### config.mk
export PLATFORM = sky130hd
export DESIGN_NAME = odd_paritybit_check
export DESIGN_NICKNAME = d
export VERILOG_FILES = /design/src/rtl/odd_parity_pkg.sv /design/src/rtl/odd_parity_err_ctr.sv /design/src/rtl/odd_paritybit_check.sv
export SDC_FILE = /design/constraint.sdc
export NUM_CORES = 1
export LEC_CHECK = 0
export CAP_MARGIN = 5
export CORE_AREA = 4 4 41 43
export DETAILED_ROUTE_END_ITERATION = 7
export DIE_AREA = 0 0 45 47
export SLEW_MARGIN = 20
export SYNTH_ARGS = -nofsm -noshare
export SYNTH_HDL_FRONTEND = slang
export SYNTH_SLANG_ARGS = --single-unit
### constraint.sdc
create_clock -name clk -period 1.4 [get_ports clk]
set_clock_uncertainty 0.2 [all_clocks]
set_input_delay 0.28 -clock clk [delete_from_list [all_inputs] [get_ports clk]]
set_output_delay 0.28 -clock clk [all_outputs]
set_load 0.05 [all_outputs]
### src/rtl/odd_parity_pkg.sv
// Shared definitions for the odd-parity nibble checker.
//   DATA_W        - width of the protected data word (fixed nibble)
//   CNT_W_DEFAULT - default width of the saturating error counter
//   odd_par_err() - returns 1 when {data, par} holds an even number of ones
package odd_parity_pkg;

  localparam int unsigned DATA_W        = 4;
  localparam int unsigned CNT_W_DEFAULT = 8;

  function automatic logic odd_par_err(logic [DATA_W-1:0] data, logic par);
    return ~(^data ^ par);
  endfunction

endpackage

### src/rtl/odd_parity_err_ctr.sv
// Saturating error counter for the parity link monitor.
//   clk - system clock, rising edge
//   rst - asynchronous active-high reset, clears the count
//   inc - count one error this cycle
//   clr - clear the count; together with inc the count restarts at 1
//   cnt - current count, holds at all-ones instead of wrapping
module odd_parity_err_ctr
  import odd_parity_pkg::*;
#(
  parameter int unsigned CNT_W = CNT_W_DEFAULT
) (
  input  logic             clk,
  input  logic             rst,
  input  logic             inc,
  input  logic             clr,
  output logic [CNT_W-1:0] cnt
);

  localparam logic [CNT_W-1:0] CntMax = '1;
  localparam logic [CNT_W-1:0] CntOne = CNT_W'(1);

  logic [CNT_W-1:0] cnt_d, cnt_q;

  always_comb begin
    cnt_d = cnt_q;
    if (inc) begin
      // The error that arrives with the clear is the first one of the new epoch.
      if (clr) begin
        cnt_d = CntOne;
      end else if (cnt_q != CntMax) begin
        cnt_d = cnt_q + CntOne;
      end
    end else if (clr) begin
      cnt_d = '0;
    end
  end

  always_ff @(posedge clk or posedge rst) begin
    if (rst) begin
      cnt_q <= '0;
    end else begin
      cnt_q <= cnt_d;
    end
  end

  assign cnt = cnt_q;

endmodule

### src/rtl/odd_paritybit_check.sv
// Odd-parity checker for a nibble {a,b,c,d} with received parity bit p.
// A word is good when it and p together hold an odd number of ones.
// Build option: define ODD_PARITY_ERR_CNT_EN to implement the error counter;
// otherwise err_cnt is tied to zero and no counter flops exist.
//   clk        - system clock, rising edge
//   rst        - asynchronous active-high reset
//   a,b,c,d    - data bits 3..0 (a is the MSB)
//   p          - received odd-parity bit
//   in_valid   - the current word is logged on this edge
//   clr_sticky - clears err_sticky (and err_cnt when built in)
//   e          - combinational error flag, independent of clk/rst
//   e_q        - e captured on in_valid edges
//   err_sticky - set by any logged error, held until clr_sticky
//   err_cnt    - saturating count of logged errors (zero when not built in)
module odd_paritybit_check
  import odd_parity_pkg::*;
#(
  parameter int unsigned CNT_W = CNT_W_DEFAULT
) (
  input  logic             clk,
  input  logic             rst,
  input  logic             a,
  input  logic             b,
  input  logic             c,
  input  logic             d,
  input  logic             p,
  input  logic             in_valid,
  input  logic             clr_sticky,
  output logic             e,
  output logic             e_q,
  output logic             err_sticky,
  output logic [CNT_W-1:0] err_cnt
);

  logic [DATA_W-1:0] data;
  logic              logged_err;
  logic              e_d;
  logic              err_sticky_d;

  assign data       = {a, b, c, d};
  assign e          = odd_par_err(data, p);
  assign logged_err = in_valid & e;

  always_comb begin
    e_d = e_q;
    if (in_valid) begin
      e_d = e;
    end
  end

  // A new error outranks a simultaneous clear so no event is ever lost.
  always_comb begin
    err_sticky_d = err_sticky;
    if (logged_err) begin
      err_sticky_d = 1'b1;
    end else if (clr_sticky) begin
      err_sticky_d = 1'b0;
    end
  end

  always_ff @(posedge clk or posedge rst) begin
    if (rst) begin
      e_q        <= 1'b0;
      err_sticky <= 1'b0;
    end else begin
      e_q        <= e_d;
      err_sticky <= err_sticky_d;
    end
  end

`ifdef ODD_PARITY_ERR_CNT_EN
  odd_parity_err_ctr #(
    .CNT_W (CNT_W)
  ) u_err_ctr (
    .clk (clk),
    .rst (rst),
    .inc (logged_err),
    .clr (clr_sticky),
    .cnt (err_cnt)
  );
`else
  assign err_cnt = '0;
`endif

endmodule

# Yosys cells after proc, flatten, opt, wreduce, memory -nomap -nowiden
# Cells that the tools add are included.
# W data, S select, Z words.
# op_classes
mux	2
reduce_logical	2
bitwise	3
# op_table
cell	n
$reduce_xor A4 Y1	1
$mux W1	2
$reduce_bool A2 Y1	1
$and A1 B1 Y1	1
$not A1 Y1	1
$xor A1 B1 Y1	1
# word_totals
out_inout_bits	11
ff_bits	2
in_bits	9

# Longest topological paths before layout
# Gate-level depths: netlist of the first run.
# depth
depth_word	5
mapped_depth	3
ltp_nobuf	3

# Worst setup path before layout of the first run
# OpenSTA, ideal clock, no wires.
# synth_timing
kind	in2out
from	input c
to	output e
path_slack_ns	-0.241
required_ns	0.920
cell_stages	3
t_arrival_ns	1.161
path_cell_list	xnor3_1 xnor2_2 inv_1
# synth_between
elab_chain_len	3
# synth_rtl
element	line_no	source
from (decl)	odd_paritybit_check.sv:24	input logic c,
$reduce_xor A4 Y1	odd_parity_pkg.sv:11	return ~(^data ^ par);
$xor A1 B1 Y1	odd_parity_pkg.sv:11	
$not A1 Y1	odd_parity_pkg.sv:11	
to (decl)	odd_paritybit_check.sv:29	output logic e,
# Every way passes these cells.

# Final worst setup path of the first run
# layout_timing
from	input p
to	output e
# layout_between
elab_chain_len	2
# layout_rtl
element	line_no	source
from (decl)	odd_paritybit_check.sv:26	input logic p,
$xor A1 B1 Y1	odd_parity_pkg.sv:11	
$not A1 Y1	odd_parity_pkg.sv:11	
# Every way passes these cells.

==> summary by stage, run 1 <==
Status
The run finished, with violations left. The final reports fail on setup timing.

Floorplanning
The region available for standard cell placement spans 0.001301 mm². The standard-cell row count is 13. The width of the die is 45 µm. The floorplan step defined a die boundary enclosing 0.002115 mm².

Pin placement for this block handled 20 I/O pins. The height of the chip is 47 µm. The initial standard-cell utilization of the core is 0.1663.

Clock network
The clock sink count is 2. The CTS buffer count is 3. The maximum root-to-sink buffer count is 2. The latest clock arrival within the worst-skew pair is 220 ps. CTS built an H-tree with a depth of 1. The cell at the root of the clock tree is sky130_fd_sc_hd__clkbuf_4. After clock tree synthesis, the clock-pin slew on the worst setup and hold paths is 30 ps.

TritonCTS built the clock tree.

Detailed routing
For this run, the detailed router's first-pass iteration total came to 1. The detailed-route wire length per cell is 7.538 µm. The detailed-route wire length is 392 µm. Once detail routing completed, the nets flagged for antenna violations numbered 0. The number of remaining DRC errors is 0. In this run, the number of DRC markers left after iteration 0 of detailed routing was 0. Summing over every cut layer, the via total after detailed routing is 165. After detailed routing, the number of vias per cell comes to 3.173.

GRT
The initial antenna violation count is 0. The largest net degree at the start of global routing is 4. Summed over all layers, the global routing overflow is 0. The number of global-route vias before repair is 178.

For this run, the total global-route usage over all layers was measured as 0.04517. The first global-routing pass estimated 593 µm of wire.

STA
The worst path in the final design needs a cycle of 1625 ps, including I/O delays and setup. The max-slew violation total from the final report is 0. Setup repair after global routing could not meet its margin everywhere. The upper clock frequency limit is 615.4 MHz. The final count of negative-setup-slack endpoints is 1. Adding up every negative setup slack in the final design gives -224.9 ps. In the finished design, the share of the clock period the worst path needs comes to 1.161.

The post-layout worst setup margin is -224.9 ps. The final number of hold-violating endpoints was 0.

Pwr
The analysis attributes to net switching a power of 211.5 µW. The leakage power total is 0.1977 nW. VDD sags by at most 0.4718 mV. The fraction of power consumed by combinational cells is 0.592. Dividing total power by cell area gives a power density of 1383 mW/mm².

The internal portion of total power is 305.8 µW. Of the total power, registers draw 0.163. Of the total power, the share spent switching nets is 0.4089. Of the total power, the clock network draws 0.244.

Synthesis
The fraction of synthesized area in multiplexers is 0. The share of the Yosys chip area taken by registers is 0.2312. The number of synthesized register bits is 2. The summed instance area of the synthesized netlist is 216.5 µm². A synthesized cell averages 10.31 µm².

The cell count after synthesis is 21. The post-synthesis compound-gate area fraction is 0.08092. The number of different library cells used by synthesis comes to 10.

Of the total synthesized cell area, the portion taken by XOR and XNOR cells is 0.3064. The share of synthesized cell area in and, or, nand and nor gates is 0.01734. The dominant combinational cell family by area after synthesis is buffers and inverters.

Of the total synthesized cell area, the portion taken by full adders, half adders and majority gates is 0. The synthesis warning total is 0.

Layout
The repair_antennas step left the layout with diodes totalling 0. Of the cells placed in the final design, the portion with a size suffix greater than 1 is 0.4324. The growth of design area from synthesis to finish is 72.83%. The fill cell total of the finished layout is 137.

Once layout is complete, the cells apart from fillers number 52. After the last flow step, the layout net total stands at 48. Once layout is complete, the utilization of the core stands at 0.2875. Registers take 50.05 µm².

The combined area of the multi-input logic cells is 117.6 µm².

Place
The final weighted congestion of routability-driven global placement is 0.6457. The count of port buffers added during placement is 11. After detailed placement, the design holds a cell count of 47. The total half-perimeter wirelength after legalization and detailed placement is 328.5 µm.

Worst setup path
The data required time of the worst path is 920 ps. The critical path data arrival time is 1140 ps. STA classifies the critical path endpoint as a primary output. Walking the worst path, the cells encountered are buf_6 > xnor3_1 > xnor2_2 > inv_2 > buf_12. STA classifies the critical path startpoint as an input port. The biggest fanout along the worst timing path is 2. By startpoint and endpoint, the worst setup path is classified as in -> out.

The slowest cell on the critical path is sky130_fd_sc_hd__xnor3_1. On the worst path, the slowest cell contributes a delay of 410 ps. The number of cells traversed by the worst register-to-register path is 2.

Min path
Along the worst hold path, the cell count comes to 2. The min-delay analysis places its worst path in the category reg -> reg.

Job
The tool flagged a number of max-cap violations equal to 0.
[power groups by stage]
stage / Clock (mW) / Combinational, mW / Sequential, mW
after floorplan: 0 / 0.143 / 0.123
final: 0.126 / 0.307 / 0.0844
after CTS: 0.136 / 0.309 / 0.0847
after detailed placement: 0 / 0.301 / 0.0853
after global placement: 0 / 0.299 / 0.0850
after global routing: 0.134 / 0.320 / 0.0866
[flip-flops by register name, summed over array words and instances, names as in the netlist]
signal / cells
err_sticky: 1
e_q: 1
[path summary, 6_finish.rpt]
check,slack (ps),to,startpoint
worst max-delay path,-220,e,p
worst min-delay path,340,e_q$_DFFE_PP0P_,e_q$_DFFE_PP0P_
worst max register to register,540,err_sticky$_DFFE_PP0P_,err_sticky$_DFFE_PP0P_
worst min register to register,340,e_q$_DFFE_PP0P_,e_q$_DFFE_PP0P_
max in group asynchronous,310,e_q$_DFFE_PP0P_,rst
min in group asynchronous,580,err_sticky$_DFFE_PP0P_,rst
[layout make-up]
type                    count  share of cell area
flip-flops and latches      2              0.1338
inverters                   4             0.04013
well taps                  15             0.05017
multi-input cells          14              0.3144
clock buffers               3             0.06020
repair buffers             14              0.4013
[cells in the mapped netlist]
master	instances	area [µm²]
sky130_fd_sc_hd__buf_4	8	60.06
sky130_fd_sc_hd__conb_1	1	3.750
sky130_fd_sc_hd__dfrtp_1	2	50.05
sky130_fd_sc_hd__inv_1	4	15.01
sky130_fd_sc_hd__nand2_1	1	3.750
sky130_fd_sc_hd__o21ai_1	1	5.000
sky130_fd_sc_hd__o22ai_2	1	12.51
sky130_fd_sc_hd__xnor2_2	1	16.27
sky130_fd_sc_hd__xnor3_1	1	22.52
sky130_fd_sc_hd__xor2_4	1	27.53
[worst max-delay path, delay by kind of cell]
kind	cells	cell delay [ps]
xor+xnor	2	590
buf+inv	3	260
[placed cells by master, fill, tap and decap left out]
cell type                         Yosys  final
sky130_fd_sc_hd__buf_6                0      1
sky130_fd_sc_hd__clkbuf_4             0      3
sky130_fd_sc_hd__dlygate4sd3_1        0      1
sky130_fd_sc_hd__buf_2                0      1
sky130_fd_sc_hd__o21ai_1              1      1
sky130_fd_sc_hd__dlygate4sd2_1        0      1
sky130_fd_sc_hd__clkdlybuf4s50_1      0      3
sky130_fd_sc_hd__conb_1               1      8
sky130_fd_sc_hd__xnor2_2              1      1
sky130_fd_sc_hd__nand2_1              1      1
sky130_fd_sc_hd__inv_2                0      1
sky130_fd_sc_hd__o22ai_2              1      1
sky130_fd_sc_hd__xnor3_1              1      1
sky130_fd_sc_hd__inv_1                4      3
sky130_fd_sc_hd__clkbuf_2             0      2
sky130_fd_sc_hd__buf_12               0      3
sky130_fd_sc_hd__buf_4                8      2
sky130_fd_sc_hd__xor2_4               1      1
sky130_fd_sc_hd__dfrtp_1              2      2
[routing by layer]
metal | wire length [µm] | GRT usage | vias up
met5 | 0 | 0 | -
met3 | 104 | 0.03831 | 0
li1 | - | - | 78
met1 | 114 | 0.02752 | 71
met2 | 173 | 0.06497 | 16
met4 | 0 | 0.07018 | 0
[cells by family after synthesis]
group           count (synthesis)
simple gates                    1
flops                           2
xor+xnor                        3
other cells                     1
buf+inv                        12
compound gates                  2
[timing repair]
item / CTS / global route
endpoints found under the setup margin: 3 / 1
pin swaps: 2 / 2
setup buffers: 1 / 0
hold buffers: 1 / 0
endpoints found under the hold margin: 1 / 0
resized for setup: 11 / 4
[per-stage QoR]
| stage | hold slack, ps | setup slack (ps) | total power, mW | area, µm² |
|---|---|---|---|---|
| after floorplan | -178.8 | -124.6 | 0.2662 | 242.7 |
| after global placement | 242.7 | -629.0 | 0.3841 | 349.1 |
| after detailed placement | 240.4 | -637.0 | 0.3859 | 349.1 |
| after CTS | 348.3 | -260.1 | 0.5302 | 381.6 |
| after global routing | 384.9 | -259.1 | 0.5402 | 374.1 |
| final | 341.9 | -224.9 | 0.5173 | 374.1 |
No activity file was read; power rests on OpenSTA's default activity.
==> run 2: changes to the inputs <==
--- a/config.mk
+++ b/config.mk
@@ -12,4 +12,5 @@
 export SLEW_MARGIN = 20
 export SYNTH_ARGS = -nofsm -noshare
 export SYNTH_HDL_FRONTEND = slang
+export SYNTH_HIERARCHICAL = 1
 export SYNTH_SLANG_ARGS = --single-unit
==> results of run 2 <==
Same layout as run 1: the final DEF is identical, and so are final timing and power.
Main changes from that run: Yosys warning count 0 -> 6
==> variant: new RTL, flow settings as in run 1 <==
`CNT_W_DEFAULT`: 8 -> 6.
--- a/src/rtl/odd_parity_pkg.sv
+++ b/src/rtl/odd_parity_pkg.sv
@@ -7,3 +7,3 @@
   localparam int unsigned DATA_W        = 4;
-  localparam int unsigned CNT_W_DEFAULT = 8;
+  localparam int unsigned CNT_W_DEFAULT = 6;
 
Interface: changed (resized err_cnt); port bits go from 20 to 18. The function was not compared with the original's and may differ.
==> variant against run 1 <==
The flow still finishes with violations (negative setup slack). Synthesized area fell by 6.9%. Sequential power rose by 1%. Design area fell by 5.0%. Largest power group unchanged. Non-clock buffer count fell by 2. Setup slack improved by 15 ps. Total power fell by 4.1%. Sequential cell count did not move. Critical path type unchanged. Wire length fell by 8.7%. Highest routed layer unchanged.
==> variant: results (changes against run 1) <==
Outcome
  – Status: complete, but fails checks
  – Failing checks: negative setup slack

Routing
  – Drt first pass iters: 3 (+2)
  – Detailed-route via count: 145 (-12%)
  – Total Wirelength: 358 µm (-8.7%)
  – Vias per cell: 3.02 (-4.8%)
  – 1st-iter DRT viols: 2 (+2)

Final layout
  – Layout cells sized above 1: 45.5% (+2.2 points)
  – Largest registers: e_q (1), err_sticky (1)
  – N_diodes: 0 (unchanged)
  – Post-layout net count: 44 (-8.3%)

Power
  – Leakage: 0.184 nW (-6.9%)
  – Switch Pwr: 0.199 mW (-5.8%)
  – Peak supply drop: 0.000709 V (+50%)

Placed design
  – Inst Count DP: 45 (-4.3%)
  – Post-Place Worst Slack: -625 ps (+11.6 ps)
  – # port buffers: 11 (unchanged)
  – Global placement routability congestion: 0.585 (-9.3%)
  – Placed inst area: 342 µm² (-2.2%)

GRT
  – Antenna violations before repair: 0 (unchanged)
  – Met1 usage: 3.44% (+0.69 points)
  – M2 GR Usage: 4.80% (-1.7 points)
  – Most Used Layer, Global Route: met4
  – Met3 GRT Util: 2.68% (-1.1 points)
  – All-Layer GR Usage: 4.28% (-0.24 points)
  – Vias in the first global route: 154 (-13%)
  – Largest net degree at the start of global routing: 4 (unchanged)
  – First-pass GRT wire length: 524 µm (-12%)

Timing
  – Endpoints failing setup: 1 (unchanged)
  – Worst hold slack: 20.4 ps (-322 ps)
  – Setup ws final: -210 ps (+14.6 ps)

Logic synthesis
  – Ranking of synthesized cells by area: dfrtp_1, buf_4, xor2_4
  – Yosys top cell area share: 24.8% (-2.9 points)
  – Post-synth cell types: 10 (unchanged)
  – Main synth FF type: dfrtp_1
  – Mapped Cells: 19 (-9.5%)
  – Commonest cells in the netlist: buf_4, inv_1, dfrtp_1
  – Seq/Total Area, Yosys: 24.8% (+1.7 points)
  – FFs w/ async S/R, synth: 100% (unchanged)
  – YS warnings: 0 (unchanged)

Clock tree
  – Root Driver: clkbuf_4
  – H-tree Lvls: 1 (unchanged)
  – Clock Latency Late Sink: 220 ps (about the same)
  – TritonCTS Buffers: 3 (unchanged)
  – CTS max path bufs: 2 (unchanged)

Worst setup path
  – FF-to-FF Start: err_sticky$_DFFE_PP0P_
  – Slowest CP cell: xnor3_1
  – CP top delay family: XOR/XNOR gates
  – Crit path from: c

Min path
  – Tightest Hold Check Type: in -> async
-- variant: cell types whose count changed in the layout (fill, tap and decap cells not counted), sizes merged --
cell,run 1,this run
clkbuf,5,4
dlygate4sd3,1,0
conb,8,6
-- variant: kinds of logic (layout without fill, tap and decap cells) --
logic type	after synthesis	after routing	share of synthesized area, %
buf+inv	10	19	29.8
simple gates	1	1	1.86
other cells	1	6	1.86
flops	2	2	24.8
compound gates	2	2	8.69
xor+xnor	3	3	32.9
-- variant: power groups by stage --
stage / combinational [mW] / clock, mW / sequential, mW
global placement: 0.288 / 0 / 0.0856
CTS: 0.285 / 0.137 / 0.0862
detailed placement: 0.288 / 0 / 0.0868
finish: 0.283 / 0.128 / 0.0855
floorplan: 0.127 / 0 / 0.123
global route: 0.293 / 0.138 / 0.0874
-- variant: through the flow --
stage,total power [mW],setup TNS (ps),utilization [%]
finish,0.496,-210,27.3
global route,0.518,-243,27.3
CTS,0.508,-253,27.4
detailed placement,0.375,-1550,26.3
global placement,0.373,-1500,26.3
floorplan,0.250,-125,-
-- variant: path summary, 6_finish.rpt --
check / end / slack (ps) / depth (start not counted)
setup / recovery: e / -210 / 5
hold / removal: e_q$_DFFE_PP0P_ / 20 / 2
setup reg to reg: err_sticky$_DFFE_PP0P_ / 520 / 2
hold reg to reg: e_q$_DFFE_PP0P_ / 350 / 2
max in group asynchronous: err_sticky$_DFFE_PP0P_ / 870 / 2
min in group clk: e_q$_DFFE_PP0P_ / 350 / 2
-- variant: cell type report --
cell class                      count  area, µm²
Fill cell                         135        946
Timing Repair Buffer               12        139
Inverter                            4       15.0
Sequential cell                     2       50.0
Multi-Input combinational cell     12        110
Clock buffer                        3       22.5
Tap cell                           15       18.8
-- variant: timing repair --
item | 4_1_cts | 5_1_grt
resized for setup | 11 | 5
buffers inserted | 0 | 0
endpoints found under the setup margin | 3 | 1
pin swaps | 2 | 2
-- variant: worst reg2reg max path: stages, from the launching register on --
cell and delay [ps]:
dfrtp_1 390, inv_1 70, o22ai_2 150
-- variant: per-layer routing --
layer  vias up  part of all wire [%]
li1         71                     -
met1        59                    34
met2        15                    44
met3         0                    22
met4         0                     0
met5         -                     0
